[config.mk]
export PLATFORM = sky130hd
export DESIGN_NAME = wb_master_seq
export DESIGN_NICKNAME = d
export VERILOG_FILES = /design/src/rtl/wb_master_pkg.sv /design/src/rtl/wb_cmd_fifo.sv /design/src/rtl/wb_master_seq.sv
export SDC_FILE = /design/constraint.sdc
export NUM_CORES = 1
export LEC_CHECK = 0
export CELL_PAD_IN_SITES_DETAIL_PLACEMENT = 1
export CELL_PAD_IN_SITES_GLOBAL_PLACEMENT = 1
export CORE_ASPECT_RATIO = 0.5
export CORE_MARGIN = 4
export CORE_UTILIZATION = 42
export DETAILED_ROUTE_END_ITERATION = 6
export GPL_TIMING_DRIVEN = 0
export HOLD_SLACK_MARGIN = 0.03
export PLACE_DENSITY = 0.76
export REMOVE_ABC_BUFFERS = 1
export SYNTH_ARGS = -nofsm -noshare
export SYNTH_HDL_FRONTEND = slang
export SYNTH_SLANG_ARGS = --single-unit
[constraint.sdc]
create_clock -name clk -period 2.4 [get_ports clk]
set_input_delay 0.48 -clock clk [delete_from_list [all_inputs] [get_ports clk]]
set_output_delay 0.48 -clock clk [all_outputs]
set_load 0.01 [all_outputs]
[src/rtl/wb_master_pkg.sv]
// Shared definitions for the WISHBONE command-stream master: FSM state
// encodings and the packed command word layout {we, adr, data}.
package wb_master_pkg;

    typedef enum logic [1:0] {
        ST_IDLE = 2'd0,
        ST_BUS  = 2'd1,
        ST_RSP  = 2'd2
    } state_t;

    // Width of one queued command word: {we, adr, data}, MSB first.
    function automatic int cmd_width(input int adr_width, input int data_width);
        return 1 + adr_width + data_width;
    endfunction

    // Width of the ack timeout counter; at least one bit even when the
    // timeout is disabled, so the counter always has a legal declaration.
    function automatic int cnt_width(input int timeout);
        return (timeout == 0) ? 1 : $clog2(timeout + 1);
    endfunction

endpackage

[src/rtl/wb_cmd_fifo.sv]
// Synchronous first-word-fall-through FIFO holding queued bus commands.
// The head entry is visible on 'head' whenever 'empty' is low.
module wb_cmd_fifo #(
    parameter int WIDTH = 41,
    parameter int DEPTH = 4
) (
    input  logic             clk,
    input  logic             rst,
    input  logic             push,
    input  logic [WIDTH-1:0] push_data,
    input  logic             pop,
    output logic [WIDTH-1:0] head,
    output logic             full,
    output logic             empty
);

    localparam int           PTR_W     = $clog2(DEPTH);
    localparam logic [PTR_W:0] DEPTH_CNT = (PTR_W + 1)'(DEPTH);

    logic [WIDTH-1:0] mem [DEPTH];
    logic [PTR_W-1:0] wr_ptr;
    logic [PTR_W-1:0] rd_ptr;
    logic [PTR_W:0]   count;
    logic             do_push;
    logic             do_pop;

    // A full FIFO refuses a push even if the head is popped at the same edge.
    assign full    = (count == DEPTH_CNT);
    assign empty   = (count == '0);
    assign do_push = push && !full;
    assign do_pop  = pop && !empty;
    assign head    = mem[rd_ptr];

    // Pointers wrap naturally because DEPTH is a power of two.
    always_ff @(posedge clk) begin
        if (rst) begin
            wr_ptr <= '0;
            rd_ptr <= '0;
            count  <= '0;
        end else begin
            if (do_push) wr_ptr <= wr_ptr + 1'b1;
            if (do_pop)  rd_ptr <= rd_ptr + 1'b1;
            case ({do_push, do_pop})
                2'b10:   count <= count + 1'b1;
                2'b01:   count <= count - 1'b1;
                default: count <= count;
            endcase
        end
    end

    // NOTE: the storage array has no reset; an entry is only ever read after
    // it has been written, so clearing it would cost logic and buy nothing.
    // Storage write port.
    always_ff @(posedge clk) begin
        if (do_push) mem[wr_ptr] <= push_data;
    end

endmodule

[src/rtl/wb_master_seq.sv]
// WISHBONE classic-cycle master fed by a queued command stream. Each command
// runs one bus cycle and returns exactly one response; a programmable ack
// timeout turns a silent slave into an error response instead of a hang.
module wb_master_seq
    import wb_master_pkg::*;
#(
    parameter int DATA_WIDTH = 8,
    parameter int ADR_WIDTH  = 32,
    parameter int CMD_DEPTH  = 4,
    parameter int TIMEOUT    = 255
) (
    input  logic                  clk,
    input  logic                  rst,
    // command stream
    input  logic                  cmd_valid,
    output logic                  cmd_ready,
    input  logic                  cmd_we,
    input  logic [ADR_WIDTH-1:0]  cmd_adr,
    input  logic [DATA_WIDTH-1:0] cmd_data,
    // response stream
    output logic                  rsp_valid,
    input  logic                  rsp_ready,
    output logic [DATA_WIDTH-1:0] rsp_data,
    output logic                  rsp_err,
    output logic                  busy,
    // WISHBONE bus
    output logic                  stb,
    output logic                  we,
    output logic [ADR_WIDTH-1:0]  adr,
    output logic [DATA_WIDTH-1:0] dout,
    input  logic                  ack,
    input  logic [DATA_WIDTH-1:0] din
);

    localparam int            CW          = cmd_width(ADR_WIDTH, DATA_WIDTH);
    localparam int            TW          = cnt_width(TIMEOUT);
    localparam logic [TW-1:0] CNT_MAX     = '1;
    localparam logic [TW-1:0] TIMEOUT_CNT = TW'(TIMEOUT);

    // Command FIFO.
    logic                  fifo_full;
    logic                  fifo_empty;
    logic                  fifo_pop;
    logic [CW-1:0]         fifo_head;
    logic                  head_we;
    logic [ADR_WIDTH-1:0]  head_adr;
    logic [DATA_WIDTH-1:0] head_data;

    wb_cmd_fifo #(
        .WIDTH (CW),
        .DEPTH (CMD_DEPTH)
    ) u_cmd_fifo (
        .clk       (clk),
        .rst       (rst),
        .push      (cmd_valid),
        .push_data ({cmd_we, cmd_adr, cmd_data}),
        .pop       (fifo_pop),
        .head      (fifo_head),
        .full      (fifo_full),
        .empty     (fifo_empty)
    );

    assign {head_we, head_adr, head_data} = fifo_head;

    // FSM state and next-state values for every registered output.
    state_t                state;
    state_t                state_n;
    logic                  stb_n;
    logic                  we_n;
    logic [ADR_WIDTH-1:0]  adr_n;
    logic [DATA_WIDTH-1:0] dout_n;
    logic                  rsp_valid_n;
    logic [DATA_WIDTH-1:0] rsp_data_n;
    logic                  rsp_err_n;
    logic [TW-1:0]         cnt;
    logic [TW-1:0]         cnt_n;
    logic [TW-1:0]         cnt_inc;
    logic                  timed_out;
    logic                  start_bus;

    assign cmd_ready = !fifo_full;
    assign busy      = !fifo_empty || (state != ST_IDLE);

    // Saturating increment; the counter never wraps back to zero.
    assign cnt_inc   = (cnt == CNT_MAX) ? cnt : cnt + 1'b1;
    assign timed_out = (TIMEOUT != 0) && (cnt_inc == TIMEOUT_CNT);

    // NOTE: every variable below gets its hold value first, so no path through
    // the case leaves one unassigned and no latch can be inferred.
    // Next-state and next-output logic for the bus sequencer.
    always_comb begin
        state_n     = state;
        stb_n       = stb;
        we_n        = we;
        adr_n       = adr;
        dout_n      = dout;
        rsp_valid_n = rsp_valid;
        rsp_data_n  = rsp_data;
        rsp_err_n   = rsp_err;
        cnt_n       = cnt;
        fifo_pop    = 1'b0;
        start_bus   = 1'b0;

        unique case (state)
            ST_IDLE: begin
                if (!fifo_empty) start_bus = 1'b1;
            end

            ST_BUS: begin
                if (ack) begin
                    // Slave answered: close the cycle and present the response.
                    state_n     = ST_RSP;
                    stb_n       = 1'b0;
                    we_n        = 1'b0;
                    adr_n       = '0;
                    dout_n      = '0;
                    rsp_valid_n = 1'b1;
                    rsp_err_n   = 1'b0;
                    rsp_data_n  = we ? '0 : din;
                end else begin
                    cnt_n = cnt_inc;
                    if (timed_out) begin
                        // Slave is silent: abandon the cycle with an error.
                        state_n     = ST_RSP;
                        stb_n       = 1'b0;
                        we_n        = 1'b0;
                        adr_n       = '0;
                        dout_n      = '0;
                        rsp_valid_n = 1'b1;
                        rsp_err_n   = 1'b1;
                        rsp_data_n  = '0;
                    end
                end
            end

            ST_RSP: begin
                // Only one response may be outstanding; the bus waits for it.
                if (rsp_ready) begin
                    rsp_valid_n = 1'b0;
                    rsp_data_n  = '0;
                    rsp_err_n   = 1'b0;
                    if (!fifo_empty) start_bus = 1'b1;
                    else             state_n   = ST_IDLE;
                end
            end

            default: state_n = ST_IDLE;
        endcase

        // Launch the next bus cycle straight from the FIFO head.
        if (start_bus) begin
            fifo_pop = 1'b1;
            state_n  = ST_BUS;
            stb_n    = 1'b1;
            we_n     = head_we;
            adr_n    = head_adr;
            dout_n   = head_data;
            cnt_n    = '0;
        end
    end

    // NOTE: registers are updated with non-blocking assignments so every
    // flop samples the pre-edge values of the others, exactly like hardware.
    // State register and registered outputs; reset discards any bus cycle.
    always_ff @(posedge clk) begin
        if (rst) begin
            state     <= ST_IDLE;
            stb       <= 1'b0;
            we        <= 1'b0;
            adr       <= '0;
            dout      <= '0;
            rsp_valid <= 1'b0;
            rsp_data  <= '0;
            rsp_err   <= 1'b0;
            cnt       <= '0;
        end else begin
            state     <= state_n;
            stb       <= stb_n;
            we        <= we_n;
            adr       <= adr_n;
            dout      <= dout_n;
            rsp_valid <= rsp_valid_n;
            rsp_data  <= rsp_data_n;
            rsp_err   <= rsp_err_n;
            cnt       <= cnt_n;
        end
    end

endmodule
==> results of run 1 <==
-- state kept, by name, summed over array words and instances, names as in the netlist, named ones only --
| register | cells |
|---|---|
| state | 2 |
| rsp_data | 8 |
| stb | 1 |
| rsp_err | 1 |
| u_cmd_fifo.count | 3 |
| rsp_valid | 1 |
| u_cmd_fifo.rd_ptr | 2 |
| u_cmd_fifo.mem | 164 |
| we | 1 |
| u_cmd_fifo.wr_ptr | 2 |
| dout | 8 |
| cnt | 8 |
| adr | 32 |
-- layer usage --
layer / share of wire [%] / track usage (%) / vias to the layer above
met5: 0 / 0 / -
met4: 1.5 / 3.712 / 0
met3: 5.7 / 3.258 / 29
met2: 52 / 29.99 / 110
met1: 41 / 22.15 / 2572
li1: - / - / 2357
-- where the power goes --
group | internal (uW) | switching (uW) | total [uW]
combinational | 1470 | 1290 | 2750
clock | 1860 | 1430 | 3280
sequential | 4940 | 470 | 5410
-- cells in the mapped netlist (2+ instances only) --
master / count / area, um^2
edfxtp_1: 164 / 4925
dfxtp_1: 71 / 1421
inv_1: 49 / 183.9
a22oi_1: 42 / 315.3
mux4_2: 41 / 923.4
o21ai_0: 32 / 160.2
nor2_1: 19 / 71.32
nand2_1: 12 / 45.04
clkbuf_1: 11 / 41.29
o21ai_2: 10 / 87.58
a22o_1: 8 / 70.07
buf_2: 6 / 30.03
ha_1: 6 / 75.07
and3_1: 5 / 31.28
nand3_1: 5 / 25.02
nor3_1: 5 / 25.02
xor2_1: 5 / 43.79
a21oi_1: 4 / 20.02
a211oi_1: 3 / 22.52
a31oi_1: 3 / 18.77
buf_1: 3 / 11.26
buf_6: 3 / 33.78
mux2i_1: 3 / 30.03
a21o_1: 2 / 15.01
buf_4: 2 / 15.01
nand2b_1: 2 / 12.51
nand4_1: 2 / 12.51
nor2b_1: 2 / 12.51
xnor2_1: 2 / 17.52
-- cell type report --
class | instances | area, um^2 | share of cell area [%]
flip-flops and latches | 235 | 6355 | 56.57
multi-input cells | 235 | 2340 | 20.83
repair buffers | 125 | 1334 | 11.87
clock buffers | 34 | 646.9 | 5.758
well taps | 273 | 341.6 | 3.040
inverters | 49 | 183.9 | 1.637
clock inverters | 6 | 28.78 | 0.2562
diodes | 2 | 5.005 | 0.04455
-- worst reg2reg max path, delay by kind of cell, from the launching register on --
family,cells,cell delay (ns)
XOR/XNOR,1,0.17
buffers and inverters,1,0.06
flip-flops,1,0.34
AND/OR/NAND/NOR,3,0.79
adder cells (fa/ha/maj),2,0.68
AO/OA/AOI/OAI,1,0.16
-- per-stage QoR --
stage	setup TNS (ns)	setup WS [ns]	instance area, um^2	std cells
6_report	0	0.06197	11230	959
3_5_place_dp	-20.99	-0.6935	10410	910
5_1_grt	-0.04461	-0.04461	11230	958
4_1_cts	0	0.007155	11190	956
3_3_place_gp	-386.09	-5.938	10210	898
2_1_floorplan	-67.78	-1.736	8795	518
-- what timing repair did --
action                     CTS  global route
pin swaps                    3             1
buffers inserted             5             1
setup endpoints to repair   43            52
cloned                       1             0
hold buffers                 0             0
gates resized for setup      4            10
-- cell families after synthesis --
logic type,count (synthesis),share of synthesized area [%]
flip-flops,235,70.87
AO/OA/AOI/OAI,112,9.166
adder cells (fa/ha/maj),7,1.062
AND/OR/NAND/NOR,64,3.731
buffers and inverters,77,3.842
multiplexers,44,10.65
XOR/XNOR,7,0.6847
-- how the worst min path moves through the flow --
| stage | slack (ns) | end | startpoint |
|---|---|---|---|
| 2_1_floorplan | 0.46 | u_cmd_fifo.wr_ptr[1]$_SDFFE_PP0P_ | u_cmd_fifo.wr_ptr[1]$_SDFFE_PP0P_ |
| 3_3_place_gp | 0.46 | rsp_data[6]$_SDFFE_PP0P_ | rsp_data[6]$_SDFFE_PP0P_ |
| 3_5_place_dp | 0.47 | rsp_data[5]$_SDFFE_PP0P_ | rsp_data[5]$_SDFFE_PP0P_ |
| 4_1_cts | 0.49 | adr[1]$_SDFFE_PP0P_ | adr[1]$_SDFFE_PP0P_ |
| 5_1_grt | 0.51 | adr[31]$_SDFFE_PP0P_ | adr[31]$_SDFFE_PP0P_ |
| 6_report | 0.48 | rsp_data[7]$_SDFFE_PP0P_ | rsp_data[7]$_SDFFE_PP0P_ |
==> impl_metrics.yaml, run 1 <==
run_status:
  status: "finished clean"
worst_setup_path:
  endpoint: "u_cmd_fifo.count[2]$_SDFFE_PP0P_"
  max_stage_delay_ns: 0.50
  regToRegEndpoint: "u_cmd_fifo.count[2]$_SDFFE_PP0P_"
  critPathCaptureType: "flop"
  crit_chain: "clkdlybuf4s50_1 -> nor2b_1 -> nor3_2 -> ha_2 -> inv_1 -> fa_1 -> xor2_1 -> or3_1 -> a21oi_1"
  crit_path_start: "rsp_ready"
  worstSetupStartpointType: "input pin"
  path_max_fanout: 3
  crit_family: "simple AND/OR/NAND/NOR gates"
  rr_worst_depth: 8
  crit_required_ns: 2.80
  crit_buf_inv: 2
  critPathKind: "in2reg"
  arrival_ns: 2.74
  worstReg2RegStart: "state[1]$_SDFFE_PP0P_"
  r2r_slack_ns: 0.12
  worst-path-stages: 9
  cp_slowest_cell: "clkdlybuf4s50_1"
timing:
  setup_viol: 0
  fmax_mhz: 427.7
  relSlewSlack_pct: 41.49
  tightest_slew_ns: 0.8776
  hold_ws_ns: 0.4820
  final_max_slew_viol_count: 0
  clock-skew-final_ns: 0.01900
  final.min_clock_period_ns: 2.338
  grt_setup_unrepaired: "yes"
  fin_crit_sh_pct: 97.42
  hold_viol: 0
routing:
  drt_iter0_drc: 326
  drt-pass1-iter-count: 4
  wl_per_cell_um: 21.00
  vias: 5068
  drt-vias-per-instance: 5.285
  drc: 0
  drtAntennaViolNets: 0
  wl_um: 20140
cells_and_area:
  layout.nets: 729
  layout_common_cells: "edfxtp_1 (164), clkdlybuf4s50_1 (107), dfxtp_1 (66)"
  syn2layout_area_growth_pct: 25.46
  drive_gt1_share_pct: 18.71
  fill_cells: 1950
  post-route-util_pct: 54.17
  layout_commonest_cell: "edfxtp_1"
floorplan:
  rows: 37
  fp.dieW_um: 214.5
  die_area_um2: 23860
  ioPinCount: 108
  core-area_um2: 20740
  start_util_pct: 43.18
  die_h_um: 111.3
synth:
  ys_warn_count: 0
  postSynthCellCount: 546
  avgSynthCellArea_um2: 16.40
  yosysSeqAreaShare_pct: 70.87
  ys_ff_latch: 235
  yosysUniqueCellTypes: 53
  netlist_area_um2: 8955
  synthArstFlopShare_pct: 0
  synth-edff-count: 164
  synthFlopType: "edfxtp_1"
power:
  ir_drop_mv: 0.4370
  power_uw: 11450
  power_density_nw_per_um2: 1019
  p_leak_uw: 0.003694
cts:
  clk_latency_ns: 0.50
  cts_root_buf: "clkbuf_16"
  cts_tree: "built"
  clock_path_buffers: 3
  cts_buffers: 22
  cts_sinks: 235
  h-tree-depth: 1
  clk_pin_slew_ns: 0.06
placed_design:
  routabilityCongestion: 0.7551
  portBuffers: 107
  dp_hpwl_um: 12490
global_route:
  grt_max_degree: 42
  track_usage_pct: 17.02
  grt_pass1_wl_um: 32040
  grt-ovfl-total: 0
  antenna_found_initial: 1
  grt_pass1_vias: 5645
hold_path:
  hp-class: "reg2reg"
  worstHoldPathCells: 1
job:
  drv_cap: 0
(Power assumes the default switching activity.)
==> run 2, diff against run 1 <==
- SLEW_MARGIN: not set -> 20
==> impl_metrics.yaml, run 2 (synthesized netlist as in run 1, its figures left out) <==
placed_design:
  portBuffers: 107
  placed_area_um2: 10340
  dp_slack_ns: -0.9176
  dp_hpwl_um: 11760
  routabilityCongestion: 0.7551
worst_setup_path:
  r2r_slack_ns: 0.11
  crit_buf_inv: 2
  rr_worst_depth: 10
  worst-path-stages: 9
  worstReg2RegStart: "u_cmd_fifo.count[0]$_SDFFE_PP0P_"
  critPathCaptureType: "flop"
  cp_slowest_cell: "clkdlybuf4s50_1"
  crit_path_start: "rsp_ready"
  crit_required_ns: 2.81
  worstSetupStartpointType: "input pin"
  max_stage_delay_ns: 0.50
  critPathKind: "in2reg"
  crit_chain: "clkdlybuf4s50_1 -> nor2b_1 -> nor3_4 -> ha_1 -> inv_1 -> fa_1 -> xor2_1 -> or3_1 -> a21oi_1"
  endpoint: "u_cmd_fifo.count[2]$_SDFFE_PP0P_"
  arrival_ns: 2.75
  path_max_fanout: 4
  crit_family: "simple AND/OR/NAND/NOR gates"
  regToRegEndpoint: "u_cmd_fifo.count[2]$_SDFFE_PP0P_"
routing:
  wl_met1_um: 8337
  drc: 0
  wl_um: 20630
  drt-vias-per-instance: 5.358
  drtAntennaViolNets: 0
  highest_layer: "met5"
  drt_iter0_drc: 373
  wl_per_cell_um: 21.72
  vias: 5090
  drt-pass1-iter-count: 5
  wl_met3_um: 1438
  wl_met2_um: 10520
cells_and_area:
  layout.nets: 723
  regMostFlops: "u_cmd_fifo.mem"
  syn2layout_area_growth_pct: 24.34
  largest_reg_flops: 164
  layout_common_cells: "edfxtp_1 (164), clkdlybuf4s50_1 (106), dfxtp_1 (68)"
  fill_cells: 1961
  reg_top3: "u_cmd_fifo.mem (164), adr (32)"
  drive_gt1_share_pct: 17.46
  final_area_um2: 11130
  layout_commonest_cell: "edfxtp_1"
power:
  p_leak_uw: 0.003651
  ir_drop_mv: 0.4185
  power_density_nw_per_um2: 1026
timing:
  grt_setup_unrepaired: "yes"
  fmax_mhz: 427.4
  layout_setup_ws_ns: 0.06028
  hold_ws_ns: 0.4837
  fin_crit_sh_pct: 97.49
  setup_viol: 0
  final.min_clock_period_ns: 2.340
  hold_viol: 0
  tightest_slew_ns: 0.8405
  relSlewSlack_pct: 43.96
  final_max_slew_viol_count: 0
  clock-skew-final_ns: 0.01335
cts:
  cts_sinks: 235
  holdBufCountCts: 0
  h-tree-depth: 1
  cts_root_buf: "clkbuf_16"
  clk_latency_ns: 0.49
  clk_pin_slew_ns: 0.06
  clock_path_buffers: 3
  cts_tree: "built"
  cts_buffers: 21
floorplan:
  die_h_um: 111.3
  rows: 37
  die_area_um2: 23860
  ioPinCount: 108
  fp.dieW_um: 214.5
  core-area_um2: 20740
  start_util_pct: 43.18
job:
  drv_cap: 0
global_route:
  antenna_found_initial: 1
  grt-ovfl-total: 0
  grt_pass1_wl_um: 31680
  track_usage_pct: 16.86
  grt_max_degree: 42
  grt_pass1_vias: 5587
hold_path:
  hp-class: "reg2reg"
run_status:
  status: "finished clean"
-- run 2: cell count changes in the layout (fill, tap and decap cells not counted), sizes merged --
cell / delta
clkbuf: -5
or3: +1
diode: -1
dlymetal6s2s: +1
buf: -6
bufinv: +2
clkdlybuf4s50: -1
-- run 2: worst min path at each step --
stage	startpoint	end	slack, ns	cells past startpoint
global placement	rsp_data[6]$_SDFFE_PP0P_	rsp_data[6]$_SDFFE_PP0P_	0.46	1
finish	adr[1]$_SDFFE_PP0P_	adr[1]$_SDFFE_PP0P_	0.48	2
global route	rsp_data[6]$_SDFFE_PP0P_	rsp_data[6]$_SDFFE_PP0P_	0.51	1
detailed placement	rsp_data[6]$_SDFFE_PP0P_	rsp_data[6]$_SDFFE_PP0P_	0.47	1
floorplan	u_cmd_fifo.wr_ptr[1]$_SDFFE_PP0P_	u_cmd_fifo.wr_ptr[1]$_SDFFE_PP0P_	0.46	2
CTS	adr[1]$_SDFFE_PP0P_	adr[1]$_SDFFE_PP0P_	0.49	2
-- run 2: layout make-up --
| class | instances | area [um^2] | share of cell area [%] |
|---|---|---|---|
| repair buffers | 119 | 1204 | 10.81 |
| diodes | 1 | 2.502 | 0.02247 |
| flip-flops and latches | 235 | 6355 | 57.07 |
| multi-input cells | 236 | 2375 | 21.33 |
| inverters | 49 | 183.9 | 1.652 |
| clock inverters | 8 | 87.58 | 0.7866 |
| clock buffers | 29 | 585.6 | 5.259 |
| well taps | 273 | 341.6 | 3.068 |
-- run 2: power by group --
| part | switching [uW] | total, uW | internal, uW |
|---|---|---|---|
| clock | 1410 | 3330 | 1920 |
| sequential | 414 | 5360 | 4950 |
| combinational | 1350 | 2730 | 1390 |
-- run 2: layer usage --
metal	GRT usage, %	up-vias
met5	0	-
met3	3.642	27
li1	-	2342
met2	29.99	130
met1	21.59	2589
met4	3.280	2
-- run 2: worst reg2reg max path: stages (launching register included) --
cell and delay [ns]:
dfxtp_1 0.35, inv_1 0.16, nand3_4 0.12, and2_4 0.19
inv_1 0.08, ha_1 0.19, inv_1 0.08, fa_1 0.44
xor2_1 0.16, or3_1 0.31, a21oi_1 0.14
-- run 2: through the flow --
| step | setup TNS [ns] | total power [uW] | instances | utilization [%] |
|---|---|---|---|---|
| 2_1_floorplan | -67.78 | 6841 | 518 | - |
| 3_3_place_gp | -386.09 | 8752 | 898 | 49.22 |
| 3_5_place_dp | -25.80 | 8054 | 906 | 49.84 |
| 4_1_cts | 0 | 11530 | 948 | 53.53 |
| 5_1_grt | -0.2326 | 12010 | 949 | 53.67 |
| 6_report | 0 | 11430 | 950 | 53.69 |
-- run 2: what timing repair did --
item | in CTS | in global routing
setup buffers | 4 | 0
gates resized for setup | 7 | 6
pin swaps | 4 | 2
gates cloned | 1 | 1
setup endpoints to repair | 43 | 45
==> run 3, diff against run 2 <==
- PLACE_DENSITY: 0.76 -> 0.82
==> impl_metrics.yaml, run 3 (synthesized netlist as in run 1, its figures left out) <==
worst_setup_path:
  critPathCaptureType: "flop"
  critPathKind: "in2reg"
  path_max_fanout: 4
  worstSetupStartpointType: "input pin"
  crit_required_ns: 2.83
  arrival_ns: 2.83
timing:
  fin_crit_sh_pct: 100.2
  tightest_slew_ns: 0.9096
  fmax_mhz: 415.7
  layout_setup_ws_ns: -0.005676
  setup_viol: 1
  hold_ws_ns: 0.4816
  final.min_clock_period_ns: 2.406
  final_max_slew_viol_count: 0
  clock-skew-final_ns: 0.01439
  grt_setup_unrepaired: "yes"
  hold_viol: 0
  relSlewSlack_pct: 38.89
run_status:
  status: "complete, but fails checks"
  violations: "setup timing"
power:
  power.switching_uw: 3283
  power_uw: 11870
  power.internal_uw: 8587
  p_seq_share_pct: 45.2
  power_density_nw_per_um2: 1058
  comb_power_share_pct: 22.5
  p_leak_uw: 0.003679
  ir_drop_mv: 0.4401
  pwr-share-clk_pct: 32.2
  switching_share_pct: 27.66
global_route:
  grt_pass1_vias: 5687
  track_usage_pct: 17.24
  antenna_found_initial: 1
  grt_max_degree: 42
  grt_pass1_wl_um: 32610
  grt-ovfl-total: 0
floorplan:
  ioPinCount: 108
  core-area_um2: 20740
  start_util_pct: 43.18
  die_h_um: 111.3
  fp.dieW_um: 214.5
  die_area_um2: 23860
  rows: 37
placed_design:
  dp_hpwl_um: 12100
  place_inst: 908
  routabilityCongestion: 0.7369
  portBuffers: 107
  placed_area_um2: 10340
hold_path:
  hp-class: "reg2reg"
cells_and_area:
  layout.nets: 724
  largest_reg_flops: 164
  antenna_cells: 0
  regMostFlops: "u_cmd_fifo.mem"
  drive_gt1_share_pct: 18.41
  layout_commonest_cell: "edfxtp_1"
  instances_no_fill: 952
  layout_common_cells: "edfxtp_1 (164), clkdlybuf4s50_1 (106), dfxtp_1 (67)"
  post-route-util_pct: 54.11
  final_area_um2: 11220
  reg_top3: "u_cmd_fifo.mem (164), adr (32)"
  syn2layout_area_growth_pct: 25.32
cts:
  holdBufCountCts: 0
  cts_sinks: 235
  cts_tree: "built"
  h-tree-depth: 1
  clock_path_buffers: 3
  clk_pin_slew_ns: 0.06
  clk_latency_ns: 0.51
  cts_root_buf: "clkbuf_16"
  cts_buffers: 22
routing:
  drt-pass1-iter-count: 5
  drt-vias-per-instance: 5.402
  wl_per_cell_um: 21.74
  drtAntennaViolNets: 0
  drt_iter0_drc: 345
  wl_um: 20700
  vias: 5143
  drc: 0
job:
  drv_cap: 0
## run 3: per-stage QoR
step | setup TNS (ns) | setup WS [ns]
2_1_floorplan | -67.78 | -1.736
3_3_place_gp | -408.62 | -6.345
3_5_place_dp | -22.27 | -0.7598
4_1_cts | -0.05952 | -0.04002
5_1_grt | -0.2146 | -0.1119
6_report | -0.005676 | -0.005676
## run 3: critical path, cell delays in order
cell and delay, ns:
clkdlybuf4s50_1 0.51, nor2b_1 0.13, nor3_2 0.32, ha_1 0.26, inv_1 0.07, fa_1 0.43, xor2_1 0.17, or3_1 0.30
a21oi_1 0.16
## run 3: path summary, 6_finish.rpt
check             cells past startpoint                          endpoint                             start  slack (ns)
setup reg to reg                      8  u_cmd_fifo.count[2]$_SDFFE_PP0P_  u_cmd_fifo.count[2]$_SDFFE_PP0P_        0.04
setup / recovery                      9  u_cmd_fifo.count[2]$_SDFFE_PP0P_                         rsp_ready      -0.006
hold / removal                        1          rsp_data[5]$_SDFFE_PP0P_          rsp_data[5]$_SDFFE_PP0P_        0.48
hold reg to reg                       1          rsp_data[5]$_SDFFE_PP0P_          rsp_data[5]$_SDFFE_PP0P_        0.48
## run 3: timing repair
action,CTS,global route
resized for setup,7,4
gates cloned,1,1
pin swaps,2,1
buffers inserted,2,0
setup endpoints to repair,43,51
## run 3: layer usage
metal,track usage [%],up-vias,wire length (um)
met2,30.42,135,10530
li1,-,2340,-
met4,3.194,2,276
met3,3.012,25,914
met1,22.81,2641,8963
met5,0,-,13
## run 3: final cells by class
type / instances / area [um^2]
Fill cell: 1952 / 9518
Sequential cell: 235 / 6356
Multi-Input combinational cell: 236 / 2359
Timing Repair Buffer: 119 / 1177
Clock buffer: 25 / 581.8
Tap cell: 273 / 341.6
Clock inverter: 15 / 222.7
Inverter: 49 / 183.9
## run 3: power groups by stage
stage / sequential (uW) / clock [uW] / combinational [uW]
detailed placement: 5440 / 0 / 2640
floorplan: 5470 / 0 / 1370
CTS: 5370 / 3900 / 2700
global placement: 5740 / 0 / 2940
finish: 5370 / 3830 / 2680
global route: 5440 / 4120 / 2910
